**src/rtl/vend_pkg.sv**
```systemverilog
// Shared types and coin encodings for the vending controller slice.
package vend_pkg;

   typedef enum logic [1:0] {
      S_IDLE     = 2'd0,
      S_CREDIT   = 2'd1,
      S_DISPENSE = 2'd2,
      S_CHANGE   = 2'd3
   } vend_state_e;

   localparam logic [1:0] COIN_NONE = 2'b00;
   localparam logic [1:0] COIN_5    = 2'b01;
   localparam logic [1:0] COIN_10   = 2'b10;

   localparam logic [1:0] UNITS_5   = 2'd1;
   localparam logic [1:0] UNITS_10  = 2'd2;

   // Credit units carried by a coin pulse; 00/11 carry nothing.
   function automatic logic [1:0] coin_units(input logic [1:0] c);
      case (c)
         COIN_5:  coin_units = UNITS_5;
         COIN_10: coin_units = UNITS_10;
         default: coin_units = 2'd0;
      endcase
   endfunction

endpackage

```
**src/rtl/vend_price_table.sv**
```systemverilog
// Per-item price register file: synchronous write, combinational read.
module vend_price_table #(
   parameter int NUM_ITEMS     = 4,
   parameter int CREDIT_W      = 4,
   parameter int DEFAULT_PRICE = 3,
   localparam int IDW          = $clog2(NUM_ITEMS)
) (
   input  logic                clk,
   input  logic                rst,
   input  logic                we,
   input  logic [IDW-1:0]      waddr,
   input  logic [CREDIT_W-1:0] wdata,
   input  logic [IDW-1:0]      raddr,
   output logic [CREDIT_W-1:0] rdata
);

   logic [NUM_ITEMS-1:0][CREDIT_W-1:0] price_q;

   always_ff @(posedge clk) begin
      if (rst) begin
         for (int i = 0; i < NUM_ITEMS; i++)
            price_q[i] <= CREDIT_W'(DEFAULT_PRICE);
      end else if (we) begin
         price_q[waddr] <= wdata;
      end
   end

   assign rdata = price_q[raddr];

endmodule

```
**src/rtl/vend_controller.sv**
```systemverilog
// Vending sequencer: credit accumulation, priced selection, dispense and
// coin-by-coin change handshakes, with cancel and idle-timeout refund.
module vend_controller
   import vend_pkg::*;
#(
   parameter int NUM_ITEMS     = 4,
   parameter int CREDIT_W      = 4,
   parameter int MAX_CREDIT    = 8,
   parameter int DEFAULT_PRICE = 3,
   parameter int TIMEOUT       = 255,
   localparam int IDW          = $clog2(NUM_ITEMS)
) (
   input  logic                clk,
   input  logic                rst,
   input  logic [1:0]          in,
   input  logic                sel_valid,
   input  logic [IDW-1:0]      sel_id,
   input  logic                cancel,
   input  logic                price_we,
   input  logic [IDW-1:0]      price_addr,
   input  logic [CREDIT_W-1:0] price_data,
   output logic                disp_req,
   output logic [IDW-1:0]      disp_id,
   input  logic                disp_ack,
   output logic                chg_req,
   output logic [1:0]          chg_coin,
   input  logic                chg_ack,
   output logic [CREDIT_W-1:0] credit,
   output logic                coin_reject,
   output logic                busy
);

   localparam int TMR_W = $clog2(TIMEOUT + 1);

   vend_state_e         state;
   logic [CREDIT_W-1:0] credit_q;
   logic [TMR_W-1:0]    tmr;
   logic [CREDIT_W-1:0] sel_price;

   logic [1:0]          coin_u;
   logic                coin_vld;
   logic [CREDIT_W:0]   coin_sum;
   logic                coin_fits;
   logic                sel_ok;
   logic                cancel_ok;
   logic [CREDIT_W-1:0] chg_units;

   vend_price_table #(
      .NUM_ITEMS    (NUM_ITEMS),
      .CREDIT_W     (CREDIT_W),
      .DEFAULT_PRICE(DEFAULT_PRICE)
   ) u_price (
      .clk  (clk),
      .rst  (rst),
      .we   (price_we),
      .waddr(price_addr),
      .wdata(price_data),
      .raddr(sel_id),
      .rdata(sel_price)
   );

   always_comb begin
      coin_u    = coin_units(in);
      coin_vld  = (coin_u != 2'd0);
      coin_sum  = {1'b0, credit_q} + (CREDIT_W+1)'(coin_u);
      coin_fits = (coin_sum <= (CREDIT_W+1)'(MAX_CREDIT));
      sel_ok    = (state == S_IDLE || state == S_CREDIT) && sel_valid &&
                  (sel_price != '0) && (credit_q >= sel_price);
      cancel_ok = (state == S_CREDIT) && cancel;
      chg_units = (credit_q >= CREDIT_W'(2)) ? CREDIT_W'(2) : CREDIT_W'(1);
   end

   always_ff @(posedge clk) begin
      if (rst) begin
         state       <= S_IDLE;
         credit_q    <= '0;
         tmr         <= '0;
         disp_id     <= '0;
         coin_reject <= 1'b0;
      end else begin
         coin_reject <= 1'b0;
         case (state)
            S_IDLE, S_CREDIT: begin
               // A coin arriving with an accepted cancel/selection is refused.
               if (cancel_ok) begin
                  state       <= S_CHANGE;
                  tmr         <= '0;
                  coin_reject <= coin_vld;
               end else if (sel_ok) begin
                  credit_q    <= credit_q - sel_price;
                  disp_id     <= sel_id;
                  state       <= S_DISPENSE;
                  tmr         <= '0;
                  coin_reject <= coin_vld;
               end else if (coin_vld) begin
                  tmr <= '0;
                  if (coin_fits) begin
                     credit_q <= coin_sum[CREDIT_W-1:0];
                     state    <= S_CREDIT;
                  end else begin
                     coin_reject <= 1'b1;
                  end
               end else if (sel_valid) begin
                  tmr <= '0;
               end else if (state == S_CREDIT) begin
                  if (tmr >= TMR_W'(TIMEOUT - 1)) begin
                     state <= S_CHANGE;
                     tmr   <= '0;
                  end else begin
                     tmr <= tmr + 1'b1;
                  end
               end
            end
            S_DISPENSE: begin
               coin_reject <= coin_vld;
               tmr         <= '0;
               if (disp_ack)
                  state <= (credit_q != '0) ? S_CHANGE : S_IDLE;
            end
            S_CHANGE: begin
               coin_reject <= coin_vld;
               tmr         <= '0;
               if (chg_ack) begin
                  credit_q <= credit_q - chg_units;
                  if (credit_q <= chg_units)
                     state <= S_IDLE;
               end
            end
            default: state <= S_IDLE;
         endcase
      end
   end

   // Handshake outputs decode straight from state/credit registers.
   assign disp_req = (state == S_DISPENSE);
   assign chg_req  = (state == S_CHANGE);
   assign busy     = disp_req | chg_req;
   assign chg_coin = chg_req ? ((credit_q >= CREDIT_W'(2)) ? COIN_10 : COIN_5)
                             : COIN_NONE;
   assign credit   = credit_q;

endmodule

```
**config.mk**
```make
export PLATFORM = sky130hd
export DESIGN_NAME = vend_controller
export DESIGN_NICKNAME = d
export VERILOG_FILES = /design/src/rtl/vend_pkg.sv /design/src/rtl/vend_price_table.sv /design/src/rtl/vend_controller.sv
export SDC_FILE = /design/constraint.sdc
export NUM_CORES = 1
export LEC_CHECK = 0
export ABC_AREA = 1
export CAP_MARGIN = 20
export CORE_MARGIN = 1
export CORE_UTILIZATION = 59
export CTS_CLUSTER_DIAMETER = 60
export CTS_CLUSTER_SIZE = 16
export DETAILED_ROUTE_END_ITERATION = 7
export GPL_ROUTABILITY_DRIVEN = 0
export GPL_TIMING_DRIVEN = 0
export PLACE_DENSITY = 0.94
export SYNTH_ARGS = -nofsm -noshare
export SYNTH_HDL_FRONTEND = slang
export SYNTH_SLANG_ARGS = --single-unit
```
**constraint.sdc**
```tcl
create_clock -name clk -period 8.02 [get_ports clk]
set_input_delay 2.406 -clock clk [delete_from_list [all_inputs] [get_ports clk]]
set_output_delay 2.406 -clock clk [all_outputs]
set_load 0.005 [all_outputs]
```
==> results of run 1 <==
cells by family (layout without fill, tap and decap cells):
family	Yosys count	after routing
simple gates	181	181
buf+inv	46	81
compound gates	45	45
flops	33	33
fa+ha+maj	15	15
xor+xnor	3	3
synthesized netlist by cell type (2+ instances only):
cell,instances
xor2_1,2
a21oi_1,14
ha_1,12
clkbuf_1,3
inv_1,37
inv_2,2
nand2_1,75
nand2_2,3
nor2_1,51
nand3_1,33
fa_1,3
o21ai_0,16
nand4_1,5
o21ai_1,4
nor3_1,9
a211oi_1,2
a31oi_1,2
and3_1,2
dfxtp_1,33
o211ai_1,2
final cells by class:
cell class / instances / area [µm²] / area share [%]
plain buffers: 6 / 35.03 / 1.385
clock buffers: 7 / 55.05 / 2.176
inverters: 40 / 155.1 / 6.133
clock inverters: 1 / 30.03 / 1.187
well taps: 46 / 57.56 / 2.275
repair buffers: 27 / 270.3 / 10.68
flip-flops and latches: 33 / 660.6 / 26.11
multi-input cells: 244 / 1266 / 50.05
registers in the layout, summed over array words and instances, names as in the netlist:
| name | flops |
|---|---|
| coin_reject | 1 |
| u_price.price_q | 16 |
| tmr | 8 |
| disp_id | 2 |
| credit | 4 |
| state | 2 |
worst reg2reg max path: stages, from the launching register on:
cell	delay, ns
dfxtp_1	0.33
nand2_1	0.06
nand3_1	0.08
nand2_1	0.13
inv_1	0.06
ha_1	0.20
fa_1	0.41
nor2_1	0.13
nor2_1	0.06
a21oi_2	0.21
o21ai_4	0.15
nand3_1	0.11
nand2_1	0.07
nor2_1	0.18
nand2_1	0.07
nand2_1	0.06
nor2_1	0.04
power breakdown:
group / switching [mW] / internal, mW / leakage [nW]
logic: 0.205 / 0.143 / 0.886
registers: 0.0239 / 0.186 / 0.270
clock network: 0.0580 / 0.0744 / 0.0455
total: 0.287 / 0.404 / 1.20
metrics by stage:
step	total power [mW]	hold slack (ns)	area [µm²]	setup slack, ns
finish	0.6902	0.4800	2530	3.210
global route	0.7558	0.5126	2530	2.984
CTS	0.6897	0.4758	2530	3.221
detailed placement	0.5543	0.4504	2445	2.933
global placement	0.5462	0.4426	2445	2.983
floorplan	0.4547	0.4287	2117	3.635
layout by cell type (no fill, tap or decap), types with 3 or more instances in the layout:
cell	netlist	routed
nor3_1	9	9
clkbuf_1	3	4
clkdlybuf4s50_1	0	27
nor2_1	51	51
nand4_1	5	5
nand2_1	75	75
inv_1	37	37
o21ai_1	4	4
ha_1	12	12
a21oi_1	14	14
o21ai_0	16	16
nand3_1	33	33
nand2_2	3	3
clkbuf_4	0	5
dfxtp_1	33	33
fa_1	3	3
worst min path at each step:
stage                                           startpoint                          endpoint  slack (ns)
after floorplan           u_price.price_q[12]$_SDFFE_PP1P_  u_price.price_q[12]$_SDFFE_PP1P_        0.43
after global placement     u_price.price_q[0]$_SDFFE_PP1P_   u_price.price_q[0]$_SDFFE_PP1P_        0.44
after detailed placement   u_price.price_q[9]$_SDFFE_PP1P_   u_price.price_q[9]$_SDFFE_PP1P_        0.45
after CTS                  u_price.price_q[9]$_SDFFE_PP1P_   u_price.price_q[9]$_SDFFE_PP1P_        0.48
after global routing       u_price.price_q[0]$_SDFFE_PP1P_   u_price.price_q[0]$_SDFFE_PP1P_        0.51
final                      u_price.price_q[9]$_SDFFE_PP1P_   u_price.price_q[9]$_SDFFE_PP1P_        0.48
routing by layer:
layer / vias to the layer above / track usage (%) / routed length, µm
met3: 11 / 5.176 / 171
li1: 1124 / - / -
met5: - / 0 / 0
met4: 0 / 12.06 / 98
met2: 55 / 46.08 / 2239
met1: 933 / 35.43 / 2259
==> summary.txt, run 1 <==
Outcome
  • Status: finished clean

Worst setup path
  • WP buf/inv: 3
  • Crit end category: flip-flop
  • Reg2Reg Depth: 16
  • Crit Reg-Reg Endpoint: state[0]$_SDFFE_PP0P_
  • Delay-heaviest family, CP: simple AND/OR/NAND/NOR gates
  • Element type at the critical path start: input port
  • CP max FO: 9
  • Worst-path cell chain: clkdlybuf4s50_1 > inv_1 > nand3_1 > nand2_1 > inv_1 > ha_1 > fa_1 > nor2_1 > nor2_1 > a21oi_2 > o21ai_4 > nand3_1 > nand2_1 > nor2_1 > nand2_1 > nand2_1 > nor2_1
  • RR Startpoint: u_price.price_q[12]$_SDFFE_PP1P_
  • Number of stages on the worst setup path: 17
  • Max stage delay on crit path: 0.52 ns
  • Worst path slowest cell: clkdlybuf4s50_1
  • Setup crit end: state[0]$_SDFFE_PP0P_
  • Crit Path Category: input port to flip-flop
  • Critical Path RT: 8.26 ns
  • Worst setup startpoint: sel_id[1]
  • Arrival @ worst endpoint: 5.05 ns
  • R2r setup slk: 5.58 ns

Synthesis
  • Area share of and/or/nand/nor cells after synthesis: 36.41%
  • Area share of fa/ha/maj cells after synthesis: 9.929%
  • Top cells by area, synth: dfxtp_1, nand2_1, nor2_1
  • Synthesized area: 0.002117 mm²
  • Largest family of logic cells by synthesized area: simple AND/OR/NAND/NOR gates
  • Post-Syn Area per Cell: 6.554 µm²
  • Sequential-to-total area share from yosys stat: 31.21%
  • Syn Inst Count: 323
  • Area share of the leading cell type in the synthesized netlist: 31.21%
  • #FFs+latches synth: 33
  • XOR/XNOR Fraction of Synth Area: 1.241%
  • Synth Net Count: 355
  • Post-synth EDFFs: 0
  • Primary FF master, synth: dfxtp_1
  • YS warnings: 0
  • Compound-gate portion of the synthesized area: 12.23%
  • Async SR Flop Fraction: 0%
  • Leading area contributor after synthesis: dfxtp_1
  • Post-synthesis cell type count: 33
  • Mux share of post-synthesis cell area: 0%

Detailed routing
  • Via count: 2123
  • DR iter-0 viols: 170
  • Routed wire per std cell: 11.80 µm
  • DR pass1 iterations: 4
  • DRC viols: 0
  • Total wire length: 4768 µm
  • Antenna Nets Post-Route: 0
  • Via/cell ratio: 5.255

Pwr
  • Pwr/cell area: 272.8 mW/mm²
  • Lkg Pwr: 1.202 nW
  • Worst vdd ir: 0.1593 mV

Global routing
  • GRT Util Overall: 27.81%
  • Pin count of the biggest net entering global routing: 11
  • Total gr overflow: 0
  • Antenna violations before repair: 0
  • Number of global-route vias before repair: 1853
  • First-pass GRT wire length: 7783 µm

Die
  • Initial Util: 62.46%
  • Die ar.: 0.003832 mm²
  • IO Pins: 29
  • FP Rows: 21
  • Core Box Area: 0.003390 mm²
  • Die Wd: 61.90 µm
  • Die H: 61.90 µm

Timing
  • Setup_tns: 0 ns
  • Final Skew: 0.008518 ns
  • Fin crit period: 4.810 ns
  • Worst Tran Pin Value: 0.5792 ns
  • Fmax achieved: 0.2079 GHz
  • Unrepaired setup endpoints after global routing: no
  • Final Hold Vio Count: 0
  • Setup violators final: 0
  • Tcrit/Tclk final: 59.98%
  • Fin. max-slew vios: 0
  • Relative slew slack: 61.09%

CTS
  • Hold Buf Count CTS: 0
  • Clock Latency Late Sink: 0.34 ns
  • CTS clock-pin slew for the worst setup and hold paths: 0.11 ns
  • CTS buffer count: 5
  • Cts repair resizes: 0
  • CTS H-tree depth: 2
  • CTS tree: yes
  • Longest Clk Path Bufs: 2
  • Postcts setup bufs: 0
  • TritonCTS Sinks: 33
  • CTS root buffer: clkbuf_4

Layout
  • Diode count: 0
  • Layout Cells excl Fill: 404
  • Final nets: 389
  • Share of cells above drive strength 1: 5.307%
  • Fin util: 74.64%
  • Fillers: 267
  • Synth-to-Final Area Change: 19.50%

Place
  • Cell count after placement: 396
  • Post-DP HPWL: 3676 µm
  • Port bufs: 27

Flow run
  • Max-cap violations: 0

Worst hold path
  • Hold Path Stages: 2
  • Min-delay worst type: flip-flop to flip-flop
Note: power is estimated with default switching activity, not from simulation.
==> inputs of run 2 (changes only) <==
--- a/config.mk
+++ b/config.mk
@@ -8,13 +8,13 @@
 export ABC_AREA = 1
 export CAP_MARGIN = 20
 export CORE_MARGIN = 1
-export CORE_UTILIZATION = 59
+export CORE_UTILIZATION = 55
 export CTS_CLUSTER_DIAMETER = 60
 export CTS_CLUSTER_SIZE = 16
 export DETAILED_ROUTE_END_ITERATION = 7
 export GPL_ROUTABILITY_DRIVEN = 0
 export GPL_TIMING_DRIVEN = 0
-export PLACE_DENSITY = 0.94
+export PLACE_DENSITY = 0.89
 export SYNTH_ARGS = -nofsm -noshare
 export SYNTH_HDL_FRONTEND = slang
 export SYNTH_SLANG_ARGS = --single-unit
==> constraint.sdc (replaced) <==
create_clock -name clk -period 4.9 [get_ports clk]
set_input_delay 1.47 -clock clk [delete_from_list [all_inputs] [get_ports clk]]
set_output_delay 1.47 -clock clk [all_outputs]
set_load 0.005 [all_outputs]
==> run 2 against run 1 <==
Utilization fell by 5.9 points. Count of clock-buffer cells in the layout down 2. Worst setup slack worse by 2.3 ns. Clock skew down 0.0031 ns. Critical path depth is 1 lower. Cell count up 0.50%. Non-clock buffer count unchanged. Worst hold slack lost 0.024 ns. Sequential share of layout area about the same. Clock power rose by 51%.
==> summary.txt, run 2 (synthesis results as in run 1) <==
Outcome
  • Status: finished clean

Timing
  • Fin. max-slew vios: 0
  • Setup WS post-layout: 0.9240 ns
  • Tcrit/Tclk final: 81.14%
  • Setup_tns: 0 ns
  • Unrepaired setup endpoints after global routing: no
  • Final Skew: 0.005446 ns
  • Worst Tran Pin Value: 0.7176 ns
  • Final Hold Vio Count: 0
  • Fmax achieved: 0.2515 GHz
  • Setup violators final: 0
  • Relative slew slack: 51.79%
  • Fin crit period: 3.976 ns

Global routing
  • Pin count of the biggest net entering global routing: 12
  • GRT Util Overall: 26.09%
  • Number of global-route vias before repair: 2077
  • Total gr overflow: 0
  • First-pass GRT wire length: 8397 µm
  • Antenna violations before repair: 0

Die
  • Core Box Area: 0.003689 mm²
  • IO Pins: 29
  • Die Wd: 64.04 µm
  • FP Rows: 22
  • Initial Util: 57.39%
  • Die H: 64.04 µm
  • Die ar.: 0.004101 mm²

Detailed routing
  • Routed wire per std cell: 11.73 µm
  • Via/cell ratio: 5.337
  • DR iter-0 viols: 163
  • DR pass1 iterations: 4
  • Total wire length: 4763 µm
  • Via count: 2167
  • Antenna Nets Post-Route: 0
  • DRC viols: 0

Pwr
  • Sw Share: 42.85%
  • Lkg Pwr: 1.200 nW
  • Total internal power: 0.6372 mW
  • Worst vdd ir: 0.2267 mV
  • Sequential Power Share: 30.6%
  • Combinational Power Share: 51.6%
  • Pwr/cell area: 440.1 mW/mm²
  • Clock power frac: 17.9%
  • Total chip power: 1.115 mW
  • Sw power: 0.4779 mW

Layout
  • Max reg flops: 16
  • Largest register by flop count: u_price.price_q
  • Layout Cells excl Fill: 406
  • Fin util: 68.69%
  • Synth-to-Final Area Change: 19.68%
  • Most frequent cells in the layout: nand2_1, nor2_1, inv_1
  • Share of cells above drive strength 1: 5.587%
  • Final nets: 389
  • Commonest non-fill, non-tap cell in the layout: nand2_1
  • Diode count: 0

CTS
  • Postcts setup bufs: 0
  • CTS root buffer: clkbuf_8
  • Longest Clk Path Bufs: 2
  • Cts repair resizes: 0
  • Clock Latency Late Sink: 0.29 ns
  • CTS tree: yes
  • Hold Buf Count CTS: 0
  • TritonCTS Sinks: 33
  • CTS buffer count: 5
  • CTS H-tree depth: 2
  • CTS clock-pin slew for the worst setup and hold paths: 0.07 ns

Worst setup path
  • Worst path slowest cell: clkdlybuf4s50_1
  • Arrival @ worst endpoint: 4.20 ns
  • Crit end category: flip-flop
  • Crit Path Category: input port to flip-flop
  • Critical Path RT: 5.12 ns
  • Max stage delay on crit path: 0.53 ns
  • CP max FO: 9
  • Element type at the critical path start: input port
  • Worst-path cell chain: clkdlybuf4s50_1 > inv_1 > nand3_1 > nand2_1 > inv_1 > ha_1 > fa_1 > nor2_1 > nor2_1 > a21oi_2 > o21ai_4 > nand3_1 > nand2_1 > nor2_1 > nand2_1 > a21oi_1

Place
  • Cell count after placement: 398
  • Post-DP HPWL: 3642 µm
  • Pre-CTS setup slack: 0.6785 ns
  • Port bufs: 27

Flow run
  • Max-cap violations: 0

Worst hold path
  • Min-delay worst type: flip-flop to flip-flop
-- run 2: path summary, 6_finish.rpt --
path                                          from                                to  slack, ns  depth (start not counted)
hold reg to reg   u_price.price_q[12]$_SDFFE_PP1P_  u_price.price_q[12]$_SDFFE_PP1P_       0.46                          2
hold / removal    u_price.price_q[12]$_SDFFE_PP1P_  u_price.price_q[12]$_SDFFE_PP1P_       0.46                          2
setup / recovery                         sel_id[1]             state[1]$_SDFFE_PP0P_       0.92                         16
setup reg to reg   u_price.price_q[4]$_SDFFE_PP1P_             state[1]$_SDFFE_PP0P_       2.46                         15
-- run 2: final cells by class --
| type | instances | area, µm² |
|---|---|---|
| inverter | 40 | 155.1 |
| timing repair buffer | 27 | 270.3 |
| clock inverter | 3 | 17.52 |
| fill | 331 | 1155 |
| tap | 48 | 60.06 |
| clock buffer | 5 | 68.82 |
| sequential | 33 | 660.6 |
| buffer | 6 | 35.03 |
| multi-input combinational | 244 | 1266 |
-- run 2: per-stage QoR --
| step | area (µm²) | hold slack, ns |
|---|---|---|
| after global routing | 2534 | 0.4799 |
| final | 2534 | 0.4558 |
| after CTS | 2534 | 0.4599 |
| after floorplan | 2117 | 0.4287 |
| after detailed placement | 2447 | 0.4423 |
| after global placement | 2447 | 0.4407 |
-- run 2: power groups by stage --
stage	registers, mW	logic [mW]	clock network, mW
2_1_floorplan	0.339	0.405	0
3_3_place_gp	0.345	0.552	0
3_5_place_dp	0.346	0.564	0
4_1_cts	0.340	0.572	0.206
5_1_grt	0.346	0.655	0.219
6_report	0.341	0.575	0.199
-- run 2: worst max-delay path, delay by kind of cell --
family                     cells  cell delay (ns)
adders and majority gates      2             0.61
buffers and inverters          3             0.77
and+or+nand+nor                8             0.82
AOI/OAI and AO/OA              3             0.52
-- run 2: per-layer routing --
metal	GRT usage (%)	part of all wire, %	up-vias
li1	-	-	1119
met1	29.83	45	972
met2	45.88	48	63
met3	5.893	5.2	13
met4	11.65	1.8	0
met5	0	0	-
